--- src/rtl/npu_network_defines.sv ---
// Network-wide node coordinate field widths shared by routers and NIs.
`ifndef NPU_NETWORK_DEFINES_SV
`define NPU_NETWORK_DEFINES_SV
`define TOT_X_NODE_W 4
`define TOT_Y_NODE_W 4
`endif

--- src/rtl/npu_eject_pkg.sv ---
// Shared types for the NI packet ejection path.
package npu_eject_pkg;

    localparam int FLIT_TYPE_W = 2;

    typedef enum logic [FLIT_TYPE_W-1:0] {
        FT_HEAD     = 2'd0,
        FT_BODY     = 2'd1,
        FT_TAIL     = 2'd2,
        FT_HEADTAIL = 2'd3
    } flit_type_t;

    typedef enum logic [1:0] {
        ST_IDLE,
        ST_COLLECT,
        ST_DROP,
        ST_DELIVER
    } eject_state_t;

endpackage

--- src/rtl/eject_header_check.sv ---
// Flit type decode and destination match; macro EJECTOR_ADDR_CHECK_EN
// enables the coordinate compare, otherwise every head matches.
`include "npu_network_defines.sv"

module eject_header_check
    import npu_eject_pkg::*;
#(
    parameter int FLIT_W    = 64,
    parameter int MY_X_ADDR = 0,
    parameter int MY_Y_ADDR = 0
) (
    input  logic [FLIT_W-1:0] flit_in,
    output flit_type_t        flit_type,
    output logic              addr_match
);

    localparam int XW = `TOT_X_NODE_W;
    localparam int YW = `TOT_Y_NODE_W;
    localparam int AW = XW + YW;

    assign flit_type = flit_type_t'(flit_in[FLIT_W-1 -: FLIT_TYPE_W]);

`ifdef EJECTOR_ADDR_CHECK_EN
    logic [XW-1:0] dest_x;
    logic [YW-1:0] dest_y;
    logic          unused_payload;

    assign dest_x = flit_in[XW-1:0];
    assign dest_y = flit_in[AW-1:XW];
    assign addr_match = (dest_x == XW'(MY_X_ADDR))
                     && (dest_y == YW'(MY_Y_ADDR));
    assign unused_payload = ^flit_in[FLIT_W-3:AW];
`else
    logic unused_payload;

    assign addr_match = 1'b1;
    assign unused_payload = ^flit_in[FLIT_W-3:0];
`endif

endmodule

--- src/rtl/network_packet_ejector.sv ---
// Reassembles locally delivered flits into one packet for the core side.
// Address checking is compiled in with EJECTOR_ADDR_CHECK_EN.
module network_packet_ejector
    import npu_eject_pkg::*;
#(
    parameter int MY_X_ADDR = 0,
    parameter int MY_Y_ADDR = 0,
    parameter int FLIT_W    = 64,
    parameter int MAX_FLITS = 4,
    parameter int PAYLOAD_W = FLIT_W - 2,
    parameter int CW        = $clog2(MAX_FLITS + 1)
) (
    input  logic                           clk,
    input  logic                           reset,
    input  logic                           flit_in_valid,
    input  logic [FLIT_W-1:0]              flit_in,
    output logic                           flit_in_ready,
    output logic                           packet_valid,
    output logic [MAX_FLITS*PAYLOAD_W-1:0] packet_data,
    output logic [CW-1:0]                  packet_len,
    input  logic                           packet_ready,
    output logic                           err_misroute,
    output logic                           err_overflow,
    output logic                           err_protocol
);

    eject_state_t state_q, state_d;
    logic [CW-1:0] cnt_q, cnt_d;
    logic [MAX_FLITS-1:0][PAYLOAD_W-1:0] slot_q, slot_d;
    logic ovf_q, ovf_d;
    logic pro_q, pro_d;
    logic mis_d;

    flit_type_t ftype;
    logic       addr_match;
    logic       fire;
    logic       is_head;
    logic       is_end;

    eject_header_check #(
        .FLIT_W    (FLIT_W),
        .MY_X_ADDR (MY_X_ADDR),
        .MY_Y_ADDR (MY_Y_ADDR)
    ) u_hdr (
        .flit_in    (flit_in),
        .flit_type  (ftype),
        .addr_match (addr_match)
    );

    assign flit_in_ready = reset && (state_q != ST_DELIVER);
    assign fire          = flit_in_valid && flit_in_ready;
    assign is_head       = (ftype == FT_HEAD) || (ftype == FT_HEADTAIL);
    assign is_end        = (ftype == FT_TAIL) || (ftype == FT_HEADTAIL);

    assign packet_valid  = (state_q == ST_DELIVER);
    assign packet_len    = packet_valid ? cnt_q : '0;
    assign packet_data   = slot_q;
    assign err_overflow  = ovf_q;
    assign err_protocol  = pro_q;

    always_comb begin
        state_d = state_q;
        cnt_d   = cnt_q;
        slot_d  = slot_q;
        ovf_d   = 1'b0;
        pro_d   = 1'b0;
        mis_d   = 1'b0;
        if (fire) begin
            unique case (state_q)
                ST_IDLE: begin
                    if (!is_head) pro_d = 1'b1;
                end
                ST_COLLECT: begin
                    if (is_head) begin
                        pro_d = 1'b1;
                    end else if (cnt_q < CW'(MAX_FLITS)) begin
                        for (int i = 0; i < MAX_FLITS; i++) begin
                            if (CW'(i) == cnt_q) slot_d[i] = flit_in[PAYLOAD_W-1:0];
                        end
                        cnt_d = cnt_q + 1'b1;
                        if (ftype == FT_TAIL) state_d = ST_DELIVER;
                    end else begin
                        ovf_d   = 1'b1;
                        slot_d  = '0;
                        cnt_d   = '0;
                        state_d = (ftype == FT_BODY) ? ST_DROP : ST_IDLE;
                    end
                end
                ST_DROP: begin
                    if (is_end) state_d = ST_IDLE;
                end
                default: ;
            endcase
            // A head in COLLECT restarts reception exactly as from IDLE.
            if (is_head && (state_q == ST_IDLE || state_q == ST_COLLECT)) begin
                slot_d = '0;
                cnt_d  = '0;
                if (addr_match) begin
                    slot_d[0] = flit_in[PAYLOAD_W-1:0];
                    cnt_d     = CW'(1);
                    state_d   = (ftype == FT_HEAD) ? ST_COLLECT : ST_DELIVER;
                end else begin
                    mis_d   = 1'b1;
                    state_d = (ftype == FT_HEAD) ? ST_DROP : ST_IDLE;
                end
            end
        end
        if (state_q == ST_DELIVER && packet_ready) begin
            state_d = ST_IDLE;
            cnt_d   = '0;
            slot_d  = '0;
        end
    end

    always_ff @(posedge clk or negedge reset) begin
        if (!reset) begin
            state_q <= ST_IDLE;
            cnt_q   <= '0;
            slot_q  <= '0;
            ovf_q   <= 1'b0;
            pro_q   <= 1'b0;
        end else begin
            state_q <= state_d;
            cnt_q   <= cnt_d;
            slot_q  <= slot_d;
            ovf_q   <= ovf_d;
            pro_q   <= pro_d;
        end
    end

`ifdef EJECTOR_ADDR_CHECK_EN
    logic mis_q;

    always_ff @(posedge clk or negedge reset) begin
        if (!reset) mis_q <= 1'b0;
        else        mis_q <= mis_d;
    end

    assign err_misroute = mis_q;
`else
    logic unused_mis;

    assign unused_mis   = mis_d;
    assign err_misroute = 1'b0;
`endif

endmodule

--- config.mk ---
export PLATFORM = sky130hd
export DESIGN_NAME = network_packet_ejector
export DESIGN_NICKNAME = d
export VERILOG_FILES = /design/src/rtl/npu_eject_pkg.sv /design/src/rtl/eject_header_check.sv /design/src/rtl/network_packet_ejector.sv
export VERILOG_INCLUDE_DIRS = /design/src /design/src/rtl
export SDC_FILE = /design/constraint.sdc
export NUM_CORES = 1
export LEC_CHECK = 0
export CAP_MARGIN = 25
export CORE_UTILIZATION = 39
export CTS_CLUSTER_SIZE = 30
export DETAILED_ROUTE_END_ITERATION = 10
export PLACE_DENSITY_LB_ADDON = 0.15
export SLEW_MARGIN = 20
export SYNTH_ARGS = -nofsm -noshare
export SYNTH_HDL_FRONTEND = slang
export SYNTH_SLANG_ARGS = --single-unit
--- constraint.sdc ---
create_clock -name clk -period 2.1 [get_ports clk]
set_clock_uncertainty 0.05 [all_clocks]
set_input_delay 0.42 -clock clk [delete_from_list [all_inputs] [get_ports clk]]
set_output_delay 0.42 -clock clk [all_outputs]
set_load 0.005 [all_outputs]
==> impl_metrics.yaml, run 1 <==
outcome:
  status: "finished, final reports clean"
synth:
  synth_top_flop_cell: "dfrtp_1"
  synth_area_per_cell_um2: 13.2
  synth_edf_count: 0
  ys_async_sr_fraction_pct: 100
  synth-seq-area-share_pct: 63.2
  synth_area_leaders: "dfrtp_1 (63%), a32o_1 (18%), mux2i_1 (6.1%)"
  synth_cell_types: 34
  synth_cells: 762
  synth_area_mm2: 0.0101
  synth_nets: 838
  ys_ff_latch: 255
  yosysWarnings: 0
  synth_top_area_share_pct: 63.2
  synth_area_leader_cell: "dfrtp_1"
setup_path:
  arrival_ns: 2.48
  end_kind: "flip-flop"
  start_kind: "flip-flop"
  crit_required_ns: 2.51
  cp_num_cells: 8
  rr_worst_depth: 8
  cp_top_family: "buffers and inverters"
  path_buf_inv: 4
  worstPathMaxFanout: 7
  slowest_stage: "dfrtp_1"
  crit_type: "flip-flop to flip-flop"
  cp_common_cell: "buf_6"
  crit_chain: "buf_6 -> and3_4 -> or3_4 -> buf_6 -> o21ai_4 -> buf_12 -> clkbuf_16 -> a32o_1"
  cpPeakStageDelay_ns: 0.40
timing:
  relSlewSlack_pct: 47.6
  finalSetupViolations: 0
  post-route-period-util_pct: 98.5
  worstMarginPinSlew_ns: 0.785
  finalSetupTns_ns: 0
  fmax_ghz: 0.484
  finalHoldViolCount: 0
  rsz0062_at_grt: "true"
  period_needed_ns: 2.07
  slew_viol_final: 0
detailed_routing:
  via_per_inst: 5.56
  drc: 0
  dr_total_vias: 8113
  drtAntennaViolNets: 0
  routedWlPerCell_um: 22.7
  drt_iter0_markers: 492
  firstDrtPassIters: 5
  wirelength_mm: 33.0
clocking:
  clk_pin_slew_worst_paths_ns: 0.06
  htree_levels: 1
  cts_sinks: 255
  clk_path_buf_depth: 3
  cts_buffers: 27
  cts-root-buf: "clkbuf_16"
  clk_latency_ns: 0.52
  cts_tree: "done"
die:
  start_util_pct: 40.0
  core_mm2: 0.0253
  die-area_mm2: 0.0265
  die_h_um: 163
  boundaryPins: 324
  die_x_um: 163
  rows: 58
power:
  swShare_pct: 32.0
  combPwrFrac_pct: 42.5
  power_mw: 20.7
  power_density_mw_per_mm2: 1350
  p_leak_nw: 6.89
  clkPwrFrac_pct: 21.9
  switchingPower_mw: 6.61
  peakVddDrop_mv: 0.818
  power_frac_seq_pct: 35.6
  p_int_mw: 14.1
flow_run:
  maxCapViolations: 0
grt:
  antenna_found_initial: 0
  grt_pass1_wl_mm: 48.9
  gr-usage-all-layers_pct: 23.7
  grt_pass1_vias: 8405
  grt-ovfl-total: 0
  grt_max_degree: 132
min_path:
  hp-class: "input port to asynchronous set/reset pin"
placement:
  place_congestion: 0.787
  portBuffers: 322
  hpwl_mm: 21.2
final_layout:
  seqCellArea_mm2: 0.00638
  antennaDiodeCount: 0
  multiInputGateArea_mm2: 0.00318
  area_growth_syn_to_layout_pct: 52.2
  nets: 1188
  drive_above_1_share_pct: 11.9
  fillCellCount: 2079
[kinds of logic (layout without fill, tap and decap cells)]
kind of cell,count (synthesis),count (layout),share of synthesized area [%]
other,1,1,0.0372
AO/OA/AOI/OAI,206,206,19.8
multiplexers,62,62,6.15
XOR/XNOR,1,1,0.0868
buffers and inverters,148,515,6.37
AND/OR/NAND/NOR,81,81,3.33
adder cells (fa/ha/maj),8,8,0.992
flip-flops,255,255,63.2
[layout make-up]
| cell class | instances | share of cell area [%] |
|---|---|---|
| sequential | 255 | 41.6 |
| timing repair buffer | 398 | 27.9 |
| multi-input combinational | 359 | 20.7 |
| clock buffer | 43 | 5.31 |
| tap | 330 | 2.69 |
| inverter | 71 | 1.74 |
| clock inverter | 3 | 0.0978 |
[what timing repair did]
action / 4_1_cts / 5_1_grt
pin swaps: 0 / 4
gates cloned: 0 / 10
resized for setup: 10 / 16
endpoints found under the hold margin: 15 / 0
hold buffers: 1 / 0
buffers inserted: 4 / 3
endpoints found under the setup margin: 5 / 161
[power groups by stage]
| stage | registers, mW | clock network [mW] | logic [mW] |
|---|---|---|---|
| floorplan | 7.46 | 0 | 3.07 |
| global placement | 7.37 | 0 | 8.15 |
| detailed placement | 7.42 | 0 | 8.23 |
| CTS | 7.36 | 4.63 | 8.32 |
| global route | 7.54 | 4.80 | 9.42 |
| finish | 7.37 | 4.52 | 8.78 |
[worst paths after layout]
kind	start	to	slack [ns]
worst min-delay path	reset	packet_data[201]$_DFFE_PN0P_	0.42
min in group clk	flit_in[63]	state_q[1]$_DFFE_PN0P_	0.43
worst max-delay path	state_q[0]$_DFFE_PN0P_	packet_data[122]$_DFFE_PN0P_	0.03
max in group asynchronous	reset	packet_data[107]$_DFFE_PN0P_	0.54
worst max register to register	state_q[0]$_DFFE_PN0P_	packet_data[122]$_DFFE_PN0P_	0.03
worst min register to register	packet_data[138]$_DFFE_PN0P_	packet_data[138]$_DFFE_PN0P_	0.44
[sequential cells by signal (all words and copies together) (netlist names)]
name and cells:
cnt_q 3, err_overflow 1, err_protocol 1, packet_data 248, state_q 2
[layer usage]
layer	track usage, %	vias to the layer above	routed length (um)
li1	-	3572	-
met4	7.77	0	1050
met3	7.44	62	3080
met1	30.5	4150	13500
met5	0	-	0
met2	37.9	329	15500
[worst reg2reg max path, delay by kind of cell, from the launching register on]
family	cells	cell delay, ns
buffers and inverters	4	0.65
AO/OA/AOI/OAI	2	0.35
AND/OR/NAND/NOR	2	0.55
flip-flops	1	0.40
[cells in the mapped netlist (2+ instances only)]
master	count
mux2i_1	62
o21ai_2	3
and2_1	2
nand2_1	64
clkbuf_1	43
buf_2	25
o21ai_0	4
and3_1	2
nor2_1	6
a32o_1	186
inv_1	71
ha_1	8
a21oi_1	5
buf_6	7
dfrtp_1	255
[cell usage in the layout (no fill, tap or decap), types with 2 or more instances in the layout]
master           synthesis  layout
buf_8                    0       3
a21oi_1                  5       5
inv_2                    0       3
buf_12                   0      24
o21ai_4                  0       3
ha_2                     0       3
ha_1                     8       4
dfrtp_1                255     254
nor2_1                   6       5
a32o_1                 186     186
inv_1                   71      68
dlygate4sd2_1            0       4
buf_16                   0       2
clkbuf_16                0      33
clkbuf_8                 0       8
clkinv_2                 0       3
dlymetal6s2s_1           0       3
mux2i_1                 62      62
o21ai_0                  4       4
buf_6                    7       6
clkbuf_1                43       8
buf_4                    1      35
clkdlybuf4s50_1          0     314
nand2_1                 64      63
and2_1                   2       2
[stage by stage]
stage          instance area [um2]  hold WS (ns)  std cells  setup slack (ns)  util (%)
2_1_floorplan                10100        0.0744        762           0.00555         -
3_3_place_gp                 14200         0.372       1395            -0.511      56.1
3_5_place_dp                 14200         0.373       1395            -0.526      56.1
4_1_cts                      15100         0.413       1446           0.00716      59.6
5_1_grt                      15400         0.431       1459           -0.0370      60.8
6_report                     15400         0.425       1459            0.0323      60.8
(Power assumes the default switching activity.)
==> run 2, diff against run 1 <==
Settings changed: RECOVER_POWER from default to 50.
==> run 2 against run 1 <==
  * Via count grew 0.75%
  * Non-clock buffer count stayed put
  * Total power down 1.5%
  * Die area unchanged
  * Sequential cell count did not move
  * Critical endpoint is now packet_data[106]$_DFFE_PN0P_
  * Largest cell class unchanged
  * Largest power group unchanged
  * Highest routed layer unchanged
==> impl_metrics.yaml, run 2 (synthesized netlist as in run 1, its figures left out) <==
grt:
  grt_pass1_vias: 8405
  grt-ovfl-total: 0
  gr-usage-all-layers_pct: 23.7
  antenna_found_initial: 0
  grt_max_degree: 132
  grt_pass1_wl_mm: 48.9
clocking:
  htree_levels: 1
  cts_buffers: 27
  clk_latency_ns: 0.52
  clk_pin_slew_worst_paths_ns: 0.06
  clk_path_buf_depth: 3
  cts_sinks: 255
  cts-root-buf: "clkbuf_16"
  cts_tree: "done"
setup_path:
  r2r-end: "packet_data[106]$_DFFE_PN0P_"
  r2r_slack_ns: 0.03
  worstPathMaxFanout: 7
  cp_common_cell: "buf_6"
  timing.rr.start: "state_q[0]$_DFFE_PN0P_"
  start_kind: "flip-flop"
  arrival_ns: 2.48
  rr_worst_depth: 8
  crit_required_ns: 2.51
  cpPeakStageDelay_ns: 0.40
  end_kind: "flip-flop"
  slowest_stage: "dfrtp_1"
  crit_type: "flip-flop to flip-flop"
  crit_chain: "buf_6 -> and3_4 -> or3_4 -> buf_6 -> o21ai_4 -> buf_12 -> clkbuf_16 -> a32o_1"
final_layout:
  largest_reg_flops: 248
  final_cell_mix: "dfrtp_1 (254), clkdlybuf4s50_1 (215), a32o_1 (186), dlygate4sd3_1 (100), inv_1 (68)"
  layout_commonest_cell: "dfrtp_1"
  fillCellCount: 2083
  drive_above_1_share_pct: 11.9
  nets: 1188
  area_growth_syn_to_layout_pct: 52.0
timing:
  finalWorstSetupSlack_ns: 0.0301
  timing.hold.ws_ns: 0.417
  fmax_ghz: 0.483
  rsz0062_at_grt: "true"
  finalHoldViolCount: 0
  worstMarginPinSlew_ns: 1.04
  period_needed_ns: 2.07
  post-route-period-util_pct: 98.6
  finalSetupViolations: 0
  relSlewSlack_pct: 30.7
  slew_viol_final: 0
die:
  core_mm2: 0.0253
  die_x_um: 163
  boundaryPins: 324
  die-area_mm2: 0.0265
  start_util_pct: 40.0
  rows: 58
  die_h_um: 163
power:
  p_leak_nw: 7.12
  peakVddDrop_mv: 0.814
  power_density_mw_per_mm2: 1330
detailed_routing:
  firstDrtPassIters: 6
  via_per_inst: 5.60
  drtAntennaViolNets: 0
  dr_total_vias: 8174
  routedWlPerCell_um: 22.5
  wirelength_mm: 32.9
  drt_iter0_markers: 515
  drc: 0
outcome:
  status: "finished, final reports clean"
placement:
  place_congestion: 0.787
  hpwl_mm: 21.2
  portBuffers: 322
  place_ws_ns: -0.526
flow_run:
  maxCapViolations: 0
min_path:
  hp-class: "input port to asynchronous set/reset pin"
==> run 2: cell types whose count changed in the layout (fill, tap and decap cells not counted), sizes merged <==
cell	change
buf	-1
clkbuf	+1
dlygate4sd3	+99
diode	+1
clkdlybuf4s50	-99
==> run 2: metal layers <==
metal	up-vias	global-route usage, %	routed length, um
li1	3577	-	-
met1	4187	30.5	13300
met2	348	37.9	15400
met3	62	7.44	3090
met4	0	7.77	1040
met5	-	0	0
==> run 2: worst max-delay path by stage <==
stage                                 startpoint  depth (start not counted)                      endpoint
after floorplan                      flit_in[62]                          9    packet_data[0]$_DFFE_PN0P_
after global placement               flit_in[62]                          9  packet_data[137]$_DFFE_PN0P_
after detailed placement             flit_in[63]                          9  packet_data[127]$_DFFE_PN0P_
after CTS                 state_q[0]$_DFFE_PN0P_                          4                  packet_valid
after global routing      state_q[0]$_DFFE_PN0P_                          8  packet_data[114]$_DFFE_PN0P_
final                     state_q[0]$_DFFE_PN0P_                          8  packet_data[106]$_DFFE_PN0P_
==> run 2: power by group <==
part	switching (mW)	internal [mW]
logic	3.81	4.70
clock network	1.89	2.63
registers	0.863	6.47
==> run 2: worst max-delay path, delay by kind of cell (launching register included) <==
kind            cells  cell delay (ns)
compound gates      2             0.35
simple gates        2             0.55
buf+inv             4             0.64
flops               1             0.40
==> run 2: area by class of cell <==
| cell class | instances | area, um2 | share of cell area [%] |
|---|---|---|---|
| antenna | 1 | 2.50 | 0.0163 |
| clock buffer | 43 | 816 | 5.32 |
| clock inverter | 3 | 15.0 | 0.0979 |
| inverter | 71 | 267 | 1.74 |
| multi-input combinational | 359 | 3170 | 20.7 |
| sequential | 255 | 6380 | 41.6 |
| tap | 330 | 413 | 2.69 |
| timing repair buffer | 398 | 4270 | 27.8 |
==> run 2: per-stage QoR <==
| step | cell area, um2 | utilization [%] | power (mW) | setup TNS, ns | instances |
|---|---|---|---|---|---|
| after detailed placement | 14200 | 56.1 | 15.7 | -119.59 | 1395 |
| after global placement | 14200 | 56.1 | 15.5 | -118.07 | 1395 |
| final | 15300 | 60.7 | 20.4 | 0 | 1460 |
| after floorplan | 10100 | - | 10.5 | 0 | 762 |
| after CTS | 15100 | 59.6 | 20.3 | 0 | 1446 |
| after global routing | 15300 | 60.7 | 21.5 | -0.744 | 1459 |
==> run 2: what timing repair did <==
action | in CTS | in global routing
setup endpoints to repair | 5 | 161
gates resized for setup | 10 | 16
setup buffers | 4 | 3
hold buffers | 1 | 0
endpoints found under the hold margin | 15 | 0
pin swaps | 0 | 4
cloned | 0 | 10
